==> src/rtl/icache_axi_rd_bridge.sv <==
// icache refill / uncached-fetch responder: one request becomes one AXI4
// INCR read burst, returned beats stream back one word per data_valid pulse.
module icache_axi_rd_bridge #(
  parameter int ID_WIDTH = 4,
  parameter int AXI_ID   = 0,
  parameter int MAX_LEN  = 8
) (
  input  logic                clk,
  input  logic                rst_n,
  input  logic                req_valid_i,
  input  logic [31:0]         req_addr_i,
  input  logic [7:0]          req_len_i,
  output logic                resp_ready_o,
  output logic                data_valid_o,
  output logic [31:0]         data_o,
  output logic                busy_o,
  output logic                err_o,
  output logic [ID_WIDTH-1:0] arid_o,
  output logic [31:0]         araddr_o,
  output logic [7:0]          arlen_o,
  output logic [2:0]          arsize_o,
  output logic [1:0]          arburst_o,
  output logic                arvalid_o,
  input  logic                arready_i,
  input  logic [ID_WIDTH-1:0] rid_i,
  input  logic [31:0]         rdata_i,
  input  logic [1:0]          rresp_i,
  input  logic                rlast_i,
  input  logic                rvalid_i,
  output logic                rready_o
);

  localparam logic [ID_WIDTH-1:0] ID_W = ID_WIDTH'(AXI_ID);
  localparam logic [7:0] MAX_W = 8'(MAX_LEN);

  typedef enum logic [1:0] {
    IDLE,
    AR,
    R_DATA,
    ZERO
  } state_e;

  state_e      state_q, state_d;
  logic [31:0] addr_q, addr_d;
  logic [7:0]  len_q, len_d;
  logic [7:0]  cnt_q, cnt_d;
  logic        err_q, err_d;
  logic        resp_q, resp_d;
  logic        dv_q, dv_d;
  logic [31:0] data_q, data_d;

  logic req_fire;
  logic ar_fire;
  logic r_fire;
  logic last_exp;
  logic beat_err;

  assign req_fire = (state_q == IDLE) && req_valid_i;
  assign ar_fire  = (state_q == AR) && arready_i;
  assign r_fire   = (state_q == R_DATA) && rvalid_i;
  assign last_exp = cnt_q == (len_q - 8'd1);

  assign beat_err = (rresp_i != 2'b00)
                 || (rid_i != ID_W)
                 || (rlast_i && (cnt_q < (len_q - 8'd1)))
                 || (!rlast_i && last_exp);

  always_ff @(posedge clk) begin
    if (!rst_n) begin
      state_q <= IDLE;
      addr_q  <= '0;
      len_q   <= '0;
      cnt_q   <= '0;
      err_q   <= 1'b0;
      resp_q  <= 1'b0;
      dv_q    <= 1'b0;
      data_q  <= '0;
    end else begin
      state_q <= state_d;
      addr_q  <= addr_d;
      len_q   <= len_d;
      cnt_q   <= cnt_d;
      err_q   <= err_d;
      resp_q  <= resp_d;
      dv_q    <= dv_d;
      data_q  <= data_d;
    end
  end

  always_comb begin
    state_d = state_q;
    unique case (state_q)
      IDLE: begin
        if (req_valid_i) begin
          state_d = (req_len_i == 8'd0) ? ZERO : AR;
        end
      end
      AR: begin
        if (arready_i) state_d = R_DATA;
      end
      R_DATA: begin
        if (rvalid_i && rlast_i) state_d = IDLE;
      end
      ZERO: state_d = IDLE;
      default: state_d = IDLE;
    endcase
  end

  always_comb begin
    addr_d = addr_q;
    len_d  = len_q;
    cnt_d  = cnt_q;
    err_d  = err_q;
    resp_d = 1'b0;
    dv_d   = 1'b0;
    data_d = data_q;
    if (req_fire) begin
      addr_d = req_addr_i & 32'hFFFF_FFFC;
      if (req_len_i > MAX_W) begin
        len_d = MAX_W;
        err_d = 1'b1;
      end else begin
        len_d = req_len_i;
      end
      resp_d = (req_len_i == 8'd0);
    end
    if (ar_fire) begin
      resp_d = 1'b1;
      cnt_d  = '0;
    end
    // beats past len are drained but not forwarded
    if (r_fire) begin
      if (cnt_q < len_q) begin
        dv_d   = 1'b1;
        data_d = rdata_i;
      end
      if (cnt_q != 8'hFF) cnt_d = cnt_q + 8'd1;
      if (beat_err) err_d = 1'b1;
    end
  end

  always_comb begin
    arvalid_o    = (state_q == AR);
    araddr_o     = arvalid_o ? addr_q : '0;
    arlen_o      = arvalid_o ? (len_q - 8'd1) : '0;
    arsize_o     = arvalid_o ? 3'b010 : '0;
    arburst_o    = arvalid_o ? 2'b01 : '0;
    arid_o       = arvalid_o ? ID_W : '0;
    rready_o     = (state_q == R_DATA);
    busy_o       = (state_q != IDLE);
    resp_ready_o = resp_q;
    data_valid_o = dv_q;
    data_o       = data_q;
    err_o        = err_q;
  end

endmodule

==> config.mk <==
export PLATFORM = sky130hd
export DESIGN_NAME = icache_axi_rd_bridge
export DESIGN_NICKNAME = d
export VERILOG_FILES = /design/src/rtl/icache_axi_rd_bridge.sv
export SDC_FILE = /design/constraint.sdc
export NUM_CORES = 1
export LEC_CHECK = 0
export ABC_AREA = 1
export BUFFER_PORTS_ARGS = -buffer_cell sky130_fd_sc_hd__buf_2
export CORE_UTILIZATION = 53
export CTS_BUF_LIST = sky130_fd_sc_hd__clkbuf_8
export DETAILED_ROUTE_END_ITERATION = 8
export GPL_ROUTABILITY_DRIVEN = 0
export PLACE_DENSITY = 0.85
export SLEW_MARGIN = 20
export SYNTH_ARGS = -nofsm -noshare
export SYNTH_HDL_FRONTEND = slang
export SYNTH_SLANG_ARGS = --single-unit
==> constraint.sdc <==
create_clock -name clk -period 3.12 [get_ports clk]
set_input_delay 0.156 -clock clk [delete_from_list [all_inputs] [get_ports clk]]
set_output_delay 0.156 -clock clk [all_outputs]
set_load 0.01 [all_outputs]
# [Yosys cells after proc, flatten, opt, wreduce, memory -nomap -nowiden]
# Index checks and enable logic that the tools add are counted.
[totals] register_bits=83 output_inout_bits=87 inputBits=84 wordCells=59
[classes] addsub=2 reduce_logical=18 magnitude_cmp=3 n_eq_ne=8 mux=20
[ops] operator="$mux W8" count=5
[ops] operator="$mux W32" count=1
[ops] operator="$lt A8 B8 Y1" count=2
[ops] operator="$mux W2" count=5
[ops] operator="$add A8 B1 Y8 const B" count=1
[ops] operator="$eq A8 B8 Y1" count=1
[ops] operator="$gt A8 B4 Y1 const B" count=1
[ops] operator="$logic_not A8 Y1" count=1
[ops] operator="$mux W1" count=8
[ops] operator="$ne A8 B8 Y1 const B" count=1
[ops] operator="$pmux W2 S4" count=1
[ops] operator="$sub A8 B1 Y8 const B" count=1
[ops] operator="$logic_and A1 B1 Y1" count=6
[ops] operator="$eq A2 B2 Y1 const B" count=2
[ops] operator="$ne A2 B1 Y1 const B" count=2
[ops] operator="$reduce_and A2 Y1" count=2
[ops] operator="$reduce_bool A2 Y1" count=2
[ops] operator="$reduce_bool A4 Y1" count=1
[ops] operator="$logic_or A1 B1 Y1" count=3
[ops] operator="$reduce_and A3 Y1" count=1
[ops] operator="$eq A2 B1 Y1 const B" count=1
[ops] operator="$logic_not A2 Y1" count=1
[ops] operator="$ne A2 B2 Y1 const B" count=1
[ops] operator="$logic_not A1 Y1" count=1

# [Depth between registers and ports, before layout]
[logic_depth] ltp_word=7 mapped_depth=14 depth_no_buf=14

# [Worst setup path after synthesis]
# Ideal clock, no wire load.
[synth_path] path_kind="reg-to-reg" from="register len_q[0]" to="register err_q (netlist: err_o)" path_slack_ns=1.296 arrival_time_ns=1.692 setup_ns=0.132 path_stages_with_launch=14 required_time_ns=2.988 path_buffers=0 synth_period_minus_slack_ns=1.824 path_cell_list="dfxtp_1 -> inv_1 -> nand3_1 -> nor2_1 -> nand4_1 -> or2_2 -> nand2_1 -> ha_1 -> nand2_1 -> nor2_1 -> a21oi_1 -> nand2_1 -> nand2_1 -> a21oi_1"
[synth_between] elab_chain_cells=7 elab_cells_between_ends=9 classes_between="add/sub: 1; order compare: 1; eq/ne: 1; mux: 2; reduce/logical: 4"
[synth_lines] item="from (decl)" line_no="45" rtl="logic [7:0] len_q, len_d;"
[synth_lines] item="from (signal assigned)" line_no="81" rtl="len_q <= len_d;"
[synth_lines] item="$sub A8 B1 Y8 (*)" line_no="61, 65"
[synth_lines] item="$lt A8 B8 Y1" line_no="65" rtl="|| (rlast_i && (cnt_q < (len_q - 8'd1)))"
[synth_lines] item="$logic_and A1 B1 Y1" line_no="65"
[synth_lines] item="$logic_or A1 B1 Y1" line_no="65"
[synth_lines] item="$logic_or A1 B1 Y1 (*)" line_no="66" rtl="|| (!rlast_i && last_exp);"
[synth_lines] item="$mux W1 (*)" line_no="138" rtl="if (beat_err) err_d = 1'b1;"
[synth_lines] item="$mux W1 (*)" line_no="132" rtl="if (r_fire) begin"
[synth_lines] item="to (signal assigned)" line_no="83" rtl="err_q <= err_d;"
[synth_lines] item="to (decl)" line_no="47" rtl="logic err_q, err_d;"
# Mark *: on every way between the ends. The rest lies on a longest branch, timed or not.
# A chain may end at the register's enable or synchronous reset.

# [Worst setup path after layout]
# Same ends and word-level chain as after synthesis.

==> metrics.md <==
| Metric | Value |
|---|---|
| RSZ-0062 raised after global routing | false |
| Sequential area share after synthesis | 41.29% |
| Cells after DPL | 770 |
| Max IR drop VDD | 265.3 uV |
| Crit start category | flop |
| First-pass GRT wire length | 14.92 mm |
| Clock Latency Late Sink | 350 ps |
| H-tree level count | 3 |
| Most frequent cells after synthesis | 83 x dfxtp_1, 83 x nand2_1, 75 x a21oi_1, 67 x nor2_1, 54 x inv_1 |
| Share of cells above drive strength 1 | between 20 and 30% |
| Synth warnings | 0 |
| # IOs | approximately 170 |
| Post-CTS Setup Bufs | 0 |
| ANT cells | 0 |
| Fin. Hold Viols | 0 |
| Post-Syn Instances | 540 |
| Multiplexer share of the synthesized area | 0% |
| CP max stage delay | 360 ps |
| Post-DRT Antenna Nets | 0 |
| Area of the mapped netlist | 4024 um2 |
| Post-CTS Hold Fix Bufs | 0 |
| Total number of vias | ~4,000 |
| P&R area growth vs syn | 22.14% |
| Max-slew violations | 0 |
| Yosys top cell area share | 41.29% |
| Setup-failing EPs final | 0 |
| Yosys reg bits | 83 |
| Vias in the first global route | 3,412 |
| Tcrit/Tclk final | 69.42% |
| Synth unique cells | 33 |
| DRT Pass-1 Iters | 4 |
| Power, Total | roughly 2.3 mW |
| CTS Buf Count | 9 |
| Filler Cells Inserted | 648 |
| Post-Synth Adder-Cell Area | 5.597% |
| Initial Util | between 50% and 60% |
| Die area | 7945 um2 |
| Status | finished, final reports clean |
| Min Hold Slack | 65.93 ps |
| Post-Synth XOR/XNOR Area | under 10% |
| Endpoint type of the worst setup path | flop |
| EDFF count, synth | 0 |
| Vias per inst | just over 5 |
| Initial antenna violation count | 0 |
| Simple-gate portion of the synthesized area | 23.57% |
| Tmin final | approximately 2200 ps |
| CTS tree | yes |
| Main combinational cell family by area after synthesis | simple AND/OR/NAND/NOR gates |
| CP Class | flop to flop |
| Clock transition at the registers of the reported paths | approximately 90 ps |
| Post-synth top area cell | dfxtp_1 |
| Final Skew | 15.14 ps |
| Crit path DAT | 2440 ps |
| Largest net degree at the start of global routing | 68 |
| Slew @ Worst Pin | 918.7 ps |
| Setup TNS Final | 0 ps |
| Number of buffers on the longest clock path | 2 |
| IO buf count | 159 |
| Clock root buffer | clkbuf_8 |
| Row count | 31 |
| Hold WC Path Type | input port to flop |
| Placed cell area | 4700 um2 |
| Total grt overflow | 0 |
| Relative slew margins | 38.67% |
| Crit Path Max Fanout | 4 |
| Slowest CP cell | dfxtp_1 |
| Average cell area after synthesis | around 7.5 um2 |
| All-Layer GR Usage | 24.25% |
| Area contributors post-synth | dfxtp_1 41%, a21oi_1 9.3%, nand2_1 7.7%, nor2_1 6.3%, ha_1 5.6% |
| WL final | 10.00 mm |
| CTS resizes | 0 |
| Non-filler cells in the finished layout | a little under 800 |
| LEAKAGE | approximately 2.4 nW |
| Core region area | between 7000 and 8000 um2 |
| Nets | 784 |
| Pwr Density | about 460 nW/um2 |
| Cell area after layout | 4915 um2 |
| Main synth FF type | dfxtp_1 |
| Asr flop ratio synth | 0% |
| Most common cell on crit path | nand2_1 |
| Die Wd | 89.14 um |
| WP data required | 3400 ps |
| DRC Markers | 0 |
| Drt initial violations | 218 |
| Hpwl dp | between 7 and 8 mm |
| Fmax | 461.7 MHz |
| DIE HEIGHT | 89.14 um |
| Num Clock Sinks | 83 |
| Crit-path cells | inv_1, nand3_1, nor2_1, nand4_1, or2_2, nand2_1, ha_1, nand2_1, nor2_1, nor2_1, nand2_1, nand2_1, nand2_1, a21oi_1 |
| Synth Area in Compound Gates | around 15% |
| Routed len/inst | around 13 um |
| Max cap viols | 0 |
==> sequential cells by signal (all words and copies together), names as in the netlist <==
name	cells
cnt_q	8
data_valid_o	1
state_q	2
len_q	8
data_o	32
addr_q	30
resp_ready_o	1
err_o	1
==> worst max-delay path: cells and delay by family, from the launching register on <==
family	cells	cell delay (ps)
adder cells (fa/ha/maj)	1	250
buffers and inverters	1	120
AO/OA/AOI/OAI	1	120
flip-flops	1	360
AND/OR/NAND/NOR	11	1260
==> power breakdown <==
part / switching [mW] / total [mW] / internal, mW / leakage [nW]
Combinational: 0.200 / 0.314 / 0.113 / 1.61
Sequential: 0.0156 / 1.12 / 1.10 / 0.677
Clock: 0.385 / 0.835 / 0.450 / 0.115
==> placed cells by master, fill, tap and decap left out, types with 6 or more instances in the layout <==
cell type	instances
conb_1	9
dfxtp_1	83
clkbuf_8	9
nand2_1	83
ha_1	18
a21oi_1	75
nand3_1	40
nor3_1	6
buf_2	159
nor2_1	67
o21ai_0	36
inv_1	55
==> per-stage QoR <==
| stage | setup WS (ps) | util [%] |
|---|---|---|
| CTS | 988.3 | 67.40 |
| global placement | 1063 | 64.45 |
| detailed placement | 1003 | 64.45 |
| finish | 954.2 | 67.40 |
| floorplan | 1296 | - |
| global route | 764.5 | 67.40 |
==> worst paths after layout <==
kind,startpoint,end,slack [ps],cells past startpoint
max,len_q[0],err_o,950,14
max reg2reg,len_q[0],err_o,950,14
min reg2reg,addr_q[16],addr_q[16],460,2
min,rdata_i[11],data_o[11],70,3
==> cell families (layout without fill, tap and decap cells) <==
logic type               after synthesis  count (layout)
XOR/XNOR                               5               5
AND/OR/NAND/NOR                      214             214
flip-flops                            83              83
buffers and inverters                 98             237
other                                  1               9
adder cells (fa/ha/maj)               18              18
AO/OA/AOI/OAI                        121             121
==> layer usage <==
layer | global-route usage (%) | up-vias | wire length (um)
li1 | - | 2009 | -
met1 | 27.89 | 1841 | 4088
met4 | 10.82 | 0 | 265
met5 | 0 | - | 0
met2 | 43.10 | 139 | 5031
met3 | 5.355 | 27 | 617
==> area by class of cell <==
type,instances,area (um2),share of cell area (%)
tap,99,123.9,2.520
sequential,83,1662,33.81
timing repair buffer,162,818.3,16.65
inverter,59,221.5,4.506
clock inverter,7,91.34,1.858
clock buffer,9,123.9,2.520
multi-input combinational,367,1874,38.14
(Power assumes the default switching activity.)
